==> src/rtl/gauss_pkg.sv <==
// Shared types and geometry for the 6x6 Gaussian tile buffer and its window reader.
// Window origins run 0..NPOS-1 on each axis, so origin+offset always stays inside the tile.
package gauss_pkg;
    localparam int TILE_DIM = 6;
    localparam int WIN_DIM  = 3;
    localparam int PIX_W    = 8;
    localparam int NPOS     = TILE_DIM - WIN_DIM + 1;
    localparam int CW       = $clog2(NPOS);
    localparam int IW       = $clog2(TILE_DIM);

    typedef logic [PIX_W-1:0] pixel_t;
    typedef pixel_t [TILE_DIM-1:0][TILE_DIM-1:0] tile_t;
    typedef pixel_t [WIN_DIM-1:0][WIN_DIM-1:0] window_t;

    typedef enum logic [0:0] {
        IDLE = 1'b0,
        EMIT = 1'b1
    } state_t;
endpackage

==> src/rtl/gauss_window_reader_if.sv <==
// Tile-in / window-out bundle between the tile buffer, the window reader and the convolution stage.
// master is the reader side; slave is the buffer plus consumer side.
interface gauss_window_reader_if;
    import gauss_pkg::*;

    logic               full;
    tile_t              buffer_in;
    logic               window_ready;
    logic               window_valid;
    window_t            window_out;
    logic [CW-1:0]      win_x;
    logic [CW-1:0]      win_y;
    logic               last;
    logic               tile_done;
    logic               busy;

    modport master (
        input  full, buffer_in, window_ready,
        output window_valid, window_out, win_x, win_y, last, tile_done, busy
    );

    modport slave (
        output full, buffer_in, window_ready,
        input  window_valid, window_out, win_x, win_y, last, tile_done, busy
    );
endinterface

==> src/rtl/gauss_window_mux.sv <==
// 3x3 window extract from a tile at origin (win_x, win_y); out[i][j] = tile[win_x+i][win_y+j].
// Purely combinational, zero latency, no flow control.
module gauss_window_mux
    import gauss_pkg::*;
(
    input  tile_t           tile,
    input  logic [CW-1:0]   win_x,
    input  logic [CW-1:0]   win_y,
    output window_t         window
);
    always_comb begin
        window = '0;
        for (int i = 0; i < WIN_DIM; i++) begin
            for (int j = 0; j < WIN_DIM; j++) begin
                window[i][j] = tile[IW'(win_x) + IW'(i)][IW'(win_y) + IW'(j)];
            end
        end
    end
endmodule

==> src/rtl/gauss_window_reader.sv <==
// Snapshots a full 6x6 tile, then streams its 16 3x3 windows in raster order (x fastest).
// First window valid one cycle after capture; window_ready=0 freezes all outputs and counters.
module gauss_window_reader
    import gauss_pkg::*;
(
    input  logic                    clk,
    input  logic                    n_rst,
    gauss_window_reader_if.master   bus
);
    state_t         state, state_nxt;
    tile_t          snapshot;
    logic           armed;
    logic [CW-1:0]  cnt_x, cnt_y;
    logic           tile_done_q;
    window_t        win_mux;
    logic           capture, xfer, at_end;

    // armed blocks a full that never dropped from re-triggering a second pass on the same tile
    assign capture = (state == IDLE) && bus.full && armed;
    assign xfer    = (state == EMIT) && bus.window_ready;
    assign at_end  = (cnt_x == CW'(NPOS-1)) && (cnt_y == CW'(NPOS-1));

    always_ff @(posedge clk or negedge n_rst) begin
        if (!n_rst) state <= IDLE;
        else        state <= state_nxt;
    end

    always_comb begin
        state_nxt = state;
        case (state)
            IDLE:    if (capture)          state_nxt = EMIT;
            EMIT:    if (xfer && at_end)   state_nxt = IDLE;
            default:                       state_nxt = IDLE;
        endcase
    end

    always_ff @(posedge clk or negedge n_rst) begin
        if (!n_rst) begin
            snapshot    <= '0;
            armed       <= 1'b1;
            cnt_x       <= '0;
            cnt_y       <= '0;
            tile_done_q <= 1'b0;
        end else begin
            tile_done_q <= capture;
            if (capture) begin
                snapshot <= bus.buffer_in;
                armed    <= 1'b0;
                cnt_x    <= '0;
                cnt_y    <= '0;
            end else if ((state == IDLE) && !bus.full) begin
                armed    <= 1'b1;
            end
            if (xfer) begin
                if (cnt_x == CW'(NPOS-1)) begin
                    cnt_x <= '0;
                    cnt_y <= cnt_y + CW'(1);
                end else begin
                    cnt_x <= cnt_x + CW'(1);
                end
            end
        end
    end

    gauss_window_mux u_mux (
        .tile   (snapshot),
        .win_x  (cnt_x),
        .win_y  (cnt_y),
        .window (win_mux)
    );

    always_comb begin
        bus.window_valid = (state == EMIT);
        bus.busy         = (state == EMIT);
        bus.last         = (state == EMIT) && at_end;
        bus.window_out   = (state == EMIT) ? win_mux : '0;
        bus.win_x        = cnt_x;
        bus.win_y        = cnt_y;
        bus.tile_done    = tile_done_q;
    end
endmodule

==> src/flat_wrapper.sv <==
// flat-port wrapper written by rule: the top's interface ports become plain ports
module gauss_window_reader_flat import gauss_pkg::*;
  (clk, n_rst, bus_full, bus_buffer_in, bus_window_ready, bus_window_valid, bus_window_out, bus_win_x, bus_win_y, bus_last, bus_tile_done, bus_busy);
  gauss_window_reader_if bus_i ();
  input  logic clk;
  input  logic n_rst;
  input wire logic [$bits(bus_i.full)-1:0] bus_full;
  input wire logic [$bits(bus_i.buffer_in)-1:0] bus_buffer_in;
  input wire logic [$bits(bus_i.window_ready)-1:0] bus_window_ready;
  output wire logic [$bits(bus_i.window_valid)-1:0] bus_window_valid;
  output wire logic [$bits(bus_i.window_out)-1:0] bus_window_out;
  output wire logic [$bits(bus_i.win_x)-1:0] bus_win_x;
  output wire logic [$bits(bus_i.win_y)-1:0] bus_win_y;
  output wire logic [$bits(bus_i.last)-1:0] bus_last;
  output wire logic [$bits(bus_i.tile_done)-1:0] bus_tile_done;
  output wire logic [$bits(bus_i.busy)-1:0] bus_busy;
  assign bus_i.full = bus_full;
  assign bus_i.buffer_in = bus_buffer_in;
  assign bus_i.window_ready = bus_window_ready;
  assign bus_window_valid = bus_i.window_valid;
  assign bus_window_out = bus_i.window_out;
  assign bus_win_x = bus_i.win_x;
  assign bus_win_y = bus_i.win_y;
  assign bus_last = bus_i.last;
  assign bus_tile_done = bus_i.tile_done;
  assign bus_busy = bus_i.busy;
  gauss_window_reader u_core (.clk(clk), .n_rst(n_rst), .bus(bus_i));
endmodule
==> config.mk <==
export PLATFORM = sky130hd
export DESIGN_NAME = gauss_window_reader_flat
export DESIGN_NICKNAME = d
export VERILOG_FILES = /design/src/rtl/gauss_pkg.sv /design/src/rtl/gauss_window_reader_if.sv /design/src/rtl/gauss_window_mux.sv /design/src/rtl/gauss_window_reader.sv /design/src/flat_wrapper.sv
export SDC_FILE = /design/constraint.sdc
export NUM_CORES = 1
export LEC_CHECK = 0
export BUFFER_PORTS_ARGS = -buffer_cell sky130_fd_sc_hd__buf_2
export CAP_MARGIN = 20
export CORE_MARGIN = 4
export CORE_UTILIZATION = 45
export DETAILED_ROUTE_END_ITERATION = 7
export PLACE_DENSITY = 0.77
export RECOVER_POWER = 25
export SLEW_MARGIN = 20
export SYNTH_ARGS = -nofsm -noshare
export SYNTH_HDL_FRONTEND = slang
export SYNTH_SLANG_ARGS = --single-unit
==> constraint.sdc <==
create_clock -name clk -period 5.5 [get_ports clk]
set_input_delay 0.55 -clock clk [delete_from_list [all_inputs] [get_ports clk]]
set_output_delay 0.55 -clock clk [all_outputs]
set_load 0.02 [all_outputs]
==> results summary <==
The cell row count came out at 73. The critical path start-end classification is reg -> out. The global-route total usage across every layer came out at 30.6%. The slack of the worst reg-to-reg path came out at between 1000 and 1500 ps. The pin count of the biggest net entering global routing came out at 160.

The share of the synthesized area in the top cell type is between 40% and 50%. The final reports fail on capacitance limit, slew limit. The warning count from the yosys run is 0. The number of violations reported at the end of detailed-routing iteration 0 is around 2.0k.

The run finished, with violations left. TritonCTS built the clock tree. The relative max-transition margin is -124%. The placed wire-length estimate after detailed placement is between 50000 and 60000 µm.

The max-slew violation count was approximately 200. The vertical extent of the die came out at 209 µm. The total number of H-tree levels is 2. The data required time of the worst path came out at between 4000 and 5000 ps. Compared with the post-synthesis result, the final layout area differs by 17.5%. Pin placement for this block handled 372 I/O pins. The number of instances in the synthesized netlist came out at about 1.9k.

The tightest min-delay check is of the in -> async type. The average footprint of a synthesized cell came out at between 9 and 10 µm². After synthesis, the cell types taking the most area are sky130_fd_sc_hd__dfrtp_1 41%, sky130_fd_sc_hd__nand2_1 18%, sky130_fd_sc_hd__mux4_2 16%, sky130_fd_sc_hd__mux2i_1 7.9%, sky130_fd_sc_hd__mux2_2 2.5%.

The ratio of final minimum period to clock period came out at around 87%. The final design utilization is 53.5%. The final instance area came out at approximately 21000 µm².

The library cell with the highest instance count after synthesis is sky130_fd_sc_hd__nand2_1. The highest ir drop seen on vdd came out at between 500 and 600 µV. The final total power is about 0.017 W. The total number of nets in the final design came out at approximately 2.5k. The standby leakage power is 10.5 nW. The total overflow reported by the global router is 0. The share of flip-flops with an asynchronous set or reset came out at 100%. Max-cap violations in this run came to 2. For this run, the top clock speed supported by timing is between 200 and 250 MHz. The detailed router placed between 15k and 20k vias in this run. The share of layout cells above drive strength 1 came out at ~28%. The first global-routing pass estimated a little over 100000 µm of wire.

The pre-antenna-repair detailed-routing pass consisted of 5 iterations. The worst path needs 4760 ps of the cycle, external delays included. The synthesized flop and latch total came out at roughly 300. Counting cells, the worst reg-to-reg path comes to 5.

The later pin in the worst-skew pair is clocked with a latency of between 500 and 600 ps. The number of antenna violations at the first check in global routing is 3. The horizontal die dimension came out at around 210 µm. The post-cts resize count is 0. At the end of routability-driven placement, the weighted congestion stood at 1.01.

In the routed design, unresolved DRC markers number 0. CTS saw ~300 sinks. The count of hold buffers inserted by post-cts repair is 0. In this run the worst setup path terminates at bus_window_out[11]. Data on the critical path arrives at its endpoint at approximately 4200 ps. Setup repair after global routing left no endpoint under its margin. The overall routed net length is 68300 µm.

The via count of the first global-routing pass came out at 16.3k. The most frequently used flop master after synthesis is sky130_fd_sc_hd__dfrtp_1. Buffers inserted during clock tree synthesis total 35. The per-cell via count in the routed design is between 6 and 7. The instance area at placement is 20100 µm². The largest driver fanout on the critical path is 56.

The largest clock skew in the final design came out at about 27 ps. The number of nets in the synthesized netlist came out at approximately 2.2k. Prior to clock tree synthesis, the placed netlist has a worst setup slack of approximately 1700 ps. The portion of the post-synthesis area used by sequential elements came out at between 40% and 50%. The clock-pin transition on the worst setup and hold timing paths is 70 ps. The commonest cells after synthesis are 844 x sky130_fd_sc_hd__nand2_1, 294 x sky130_fd_sc_hd__dfrtp_1, 143 x sky130_fd_sc_hd__mux2i_1, 129 x sky130_fd_sc_hd__mux4_2, 67 x sky130_fd_sc_hd__clkbuf_1. STA classifies the critical path startpoint as a register.

The area of the die is 43500 µm². The reg-to-reg critical path endpoint is u_core.snapshot[230]$_DFFE_PN0P_. The setup TNS after final layout came out at 0 ps. The worst path meets setup with 737 ps of slack. The most critical setup path has its startpoint at u_core.bus.busy$_DFF_PN0_.

Summed over all instances, the cell type with the most area after synthesis is sky130_fd_sc_hd__dfrtp_1. The number of endpoints failing setup at the final stage is 0. The area of the mapped netlist came out at ~18000 µm². The effective utilization at floorplan came out at around 46%. The area of the core came out at between 30000 and 40000 µm². The post-CTS repair timing setup buffer count came out at 0. The port buffer count came out at between 300 and 400.

The category of the worst setup path capture point is an output pin. The total power density per cell area is between 800 and 900 nW/µm². Counting flops with a built-in enable in the synthesized netlist gives 0. The synthesized netlist contains 42 unique library cells.

The remaining antenna violation count after routing came out at 0. After detailed routing, the average wire length per cell comes to ~25 µm. The reg-to-reg critical path startpoint is u_core.bus.busy$_DFF_PN0_. The final number of hold-violating endpoints was 0. At the pin with the least slew margin, the transition time is ~3400 ps.

The tree is rooted in a sky130_fd_sc_hd__clkbuf_16. The number of buffers between clock root and the deepest sink is 3.
## worst min path at each step
stage	to	slack, ps	from	depth (start not counted)
finish	u_core.snapshot[96]$_DFFE_PN0P_	20	n_rst	1
global route	u_core.snapshot[7]$_DFFE_PN0P_	90	n_rst	1
CTS	u_core.snapshot[96]$_DFFE_PN0P_	50	n_rst	1
detailed placement	u_core.snapshot[237]$_DFFE_PN0P_	490	u_core.snapshot[237]$_DFFE_PN0P_	2
global placement	u_core.armed$_DFFE_PN1P_	480	u_core.armed$_DFFE_PN1P_	2
floorplan	u_core.bus.busy$_DFF_PN0_	250	n_rst	0
## area by class of cell
type | instances | area [µm²]
fillers | 3629 | 18500
multi-input cells | 1459 | 9940
flip-flops and latches | 295 | 7400
repair buffers | 388 | 2030
clock buffers | 49 | 1020
well taps | 525 | 657
clock inverters | 12 | 130
inverters | 23 | 93.8
diodes | 1 | 2.50
## per-layer routing
layer | GRT usage [%] | wire [µm] | vias up
met5 | 0 | 13 | -
met2 | 46.1 | 30200 | 1043
met3 | 7.45 | 7350 | 208
li1 | - | - | 7215
met4 | 16.4 | 4310 | 2
met1 | 41.3 | 26400 | 8061
## state kept, by name (all words and copies together) (netlist names)
signal,cells
u_core.armed,1
u_core.bus.tile_done,1
u_core.bus.win_x,2
u_core.bus.win_y,2
u_core.snapshot,288
u_core.bus.busy,1
## cells by family (layout without fill, tap and decap cells)
group | count (synthesis) | count (layout) | synth area share (%)
simple gates | 927 | 927 | 20.1
mux | 312 | 312 | 26.4
flops | 295 | 295 | 40.8
compound gates | 218 | 218 | 8.13
buf+inv | 174 | 472 | 4.40
fa+ha+maj | 2 | 2 | 0.138
other cells | 0 | 1 | 0
## critical path: stages (launching register included)
cell                      delay [ps]
sky130_fd_sc_hd__dfrtp_1        1630
sky130_fd_sc_hd__nand2_1         980
sky130_fd_sc_hd__o21ai_0         740
sky130_fd_sc_hd__buf_2           280
## layout by cell type (no fill, tap or decap), types with 18 or more instances in the layout
cell type | synthesis | final
sky130_fd_sc_hd__mux4_2 | 129 | 129
sky130_fd_sc_hd__inv_1 | 22 | 21
sky130_fd_sc_hd__o2bb2ai_1 | 26 | 26
sky130_fd_sc_hd__mux2i_1 | 143 | 143
sky130_fd_sc_hd__o22ai_1 | 45 | 45
sky130_fd_sc_hd__buf_2 | 61 | 370
sky130_fd_sc_hd__and2_1 | 34 | 34
sky130_fd_sc_hd__a21oi_1 | 21 | 21
sky130_fd_sc_hd__o21ai_0 | 62 | 62
sky130_fd_sc_hd__nand2_1 | 844 | 844
sky130_fd_sc_hd__clkbuf_16 | 0 | 37
sky130_fd_sc_hd__dfrtp_1 | 294 | 290
sky130_fd_sc_hd__o221ai_1 | 20 | 20
sky130_fd_sc_hd__mux2_2 | 40 | 40
sky130_fd_sc_hd__nor2_1 | 18 | 18
## metrics by stage
stage / hold slack [ps] / cells
CTS: 50.9 / 2751
detailed placement: 488 / 2690
global placement: 479 / 2690
floorplan: 254 / 1928
finish: 15.4 / 2752
global route: 93.9 / 2751
## where the power goes
group          internal [W]  switching (W)
Clock               0.00140       0.000950
Combinational       0.00425        0.00610
Sequential          0.00318        0.00132
Total               0.00883        0.00837
No activity file was read; power rests on OpenSTA's default activity.
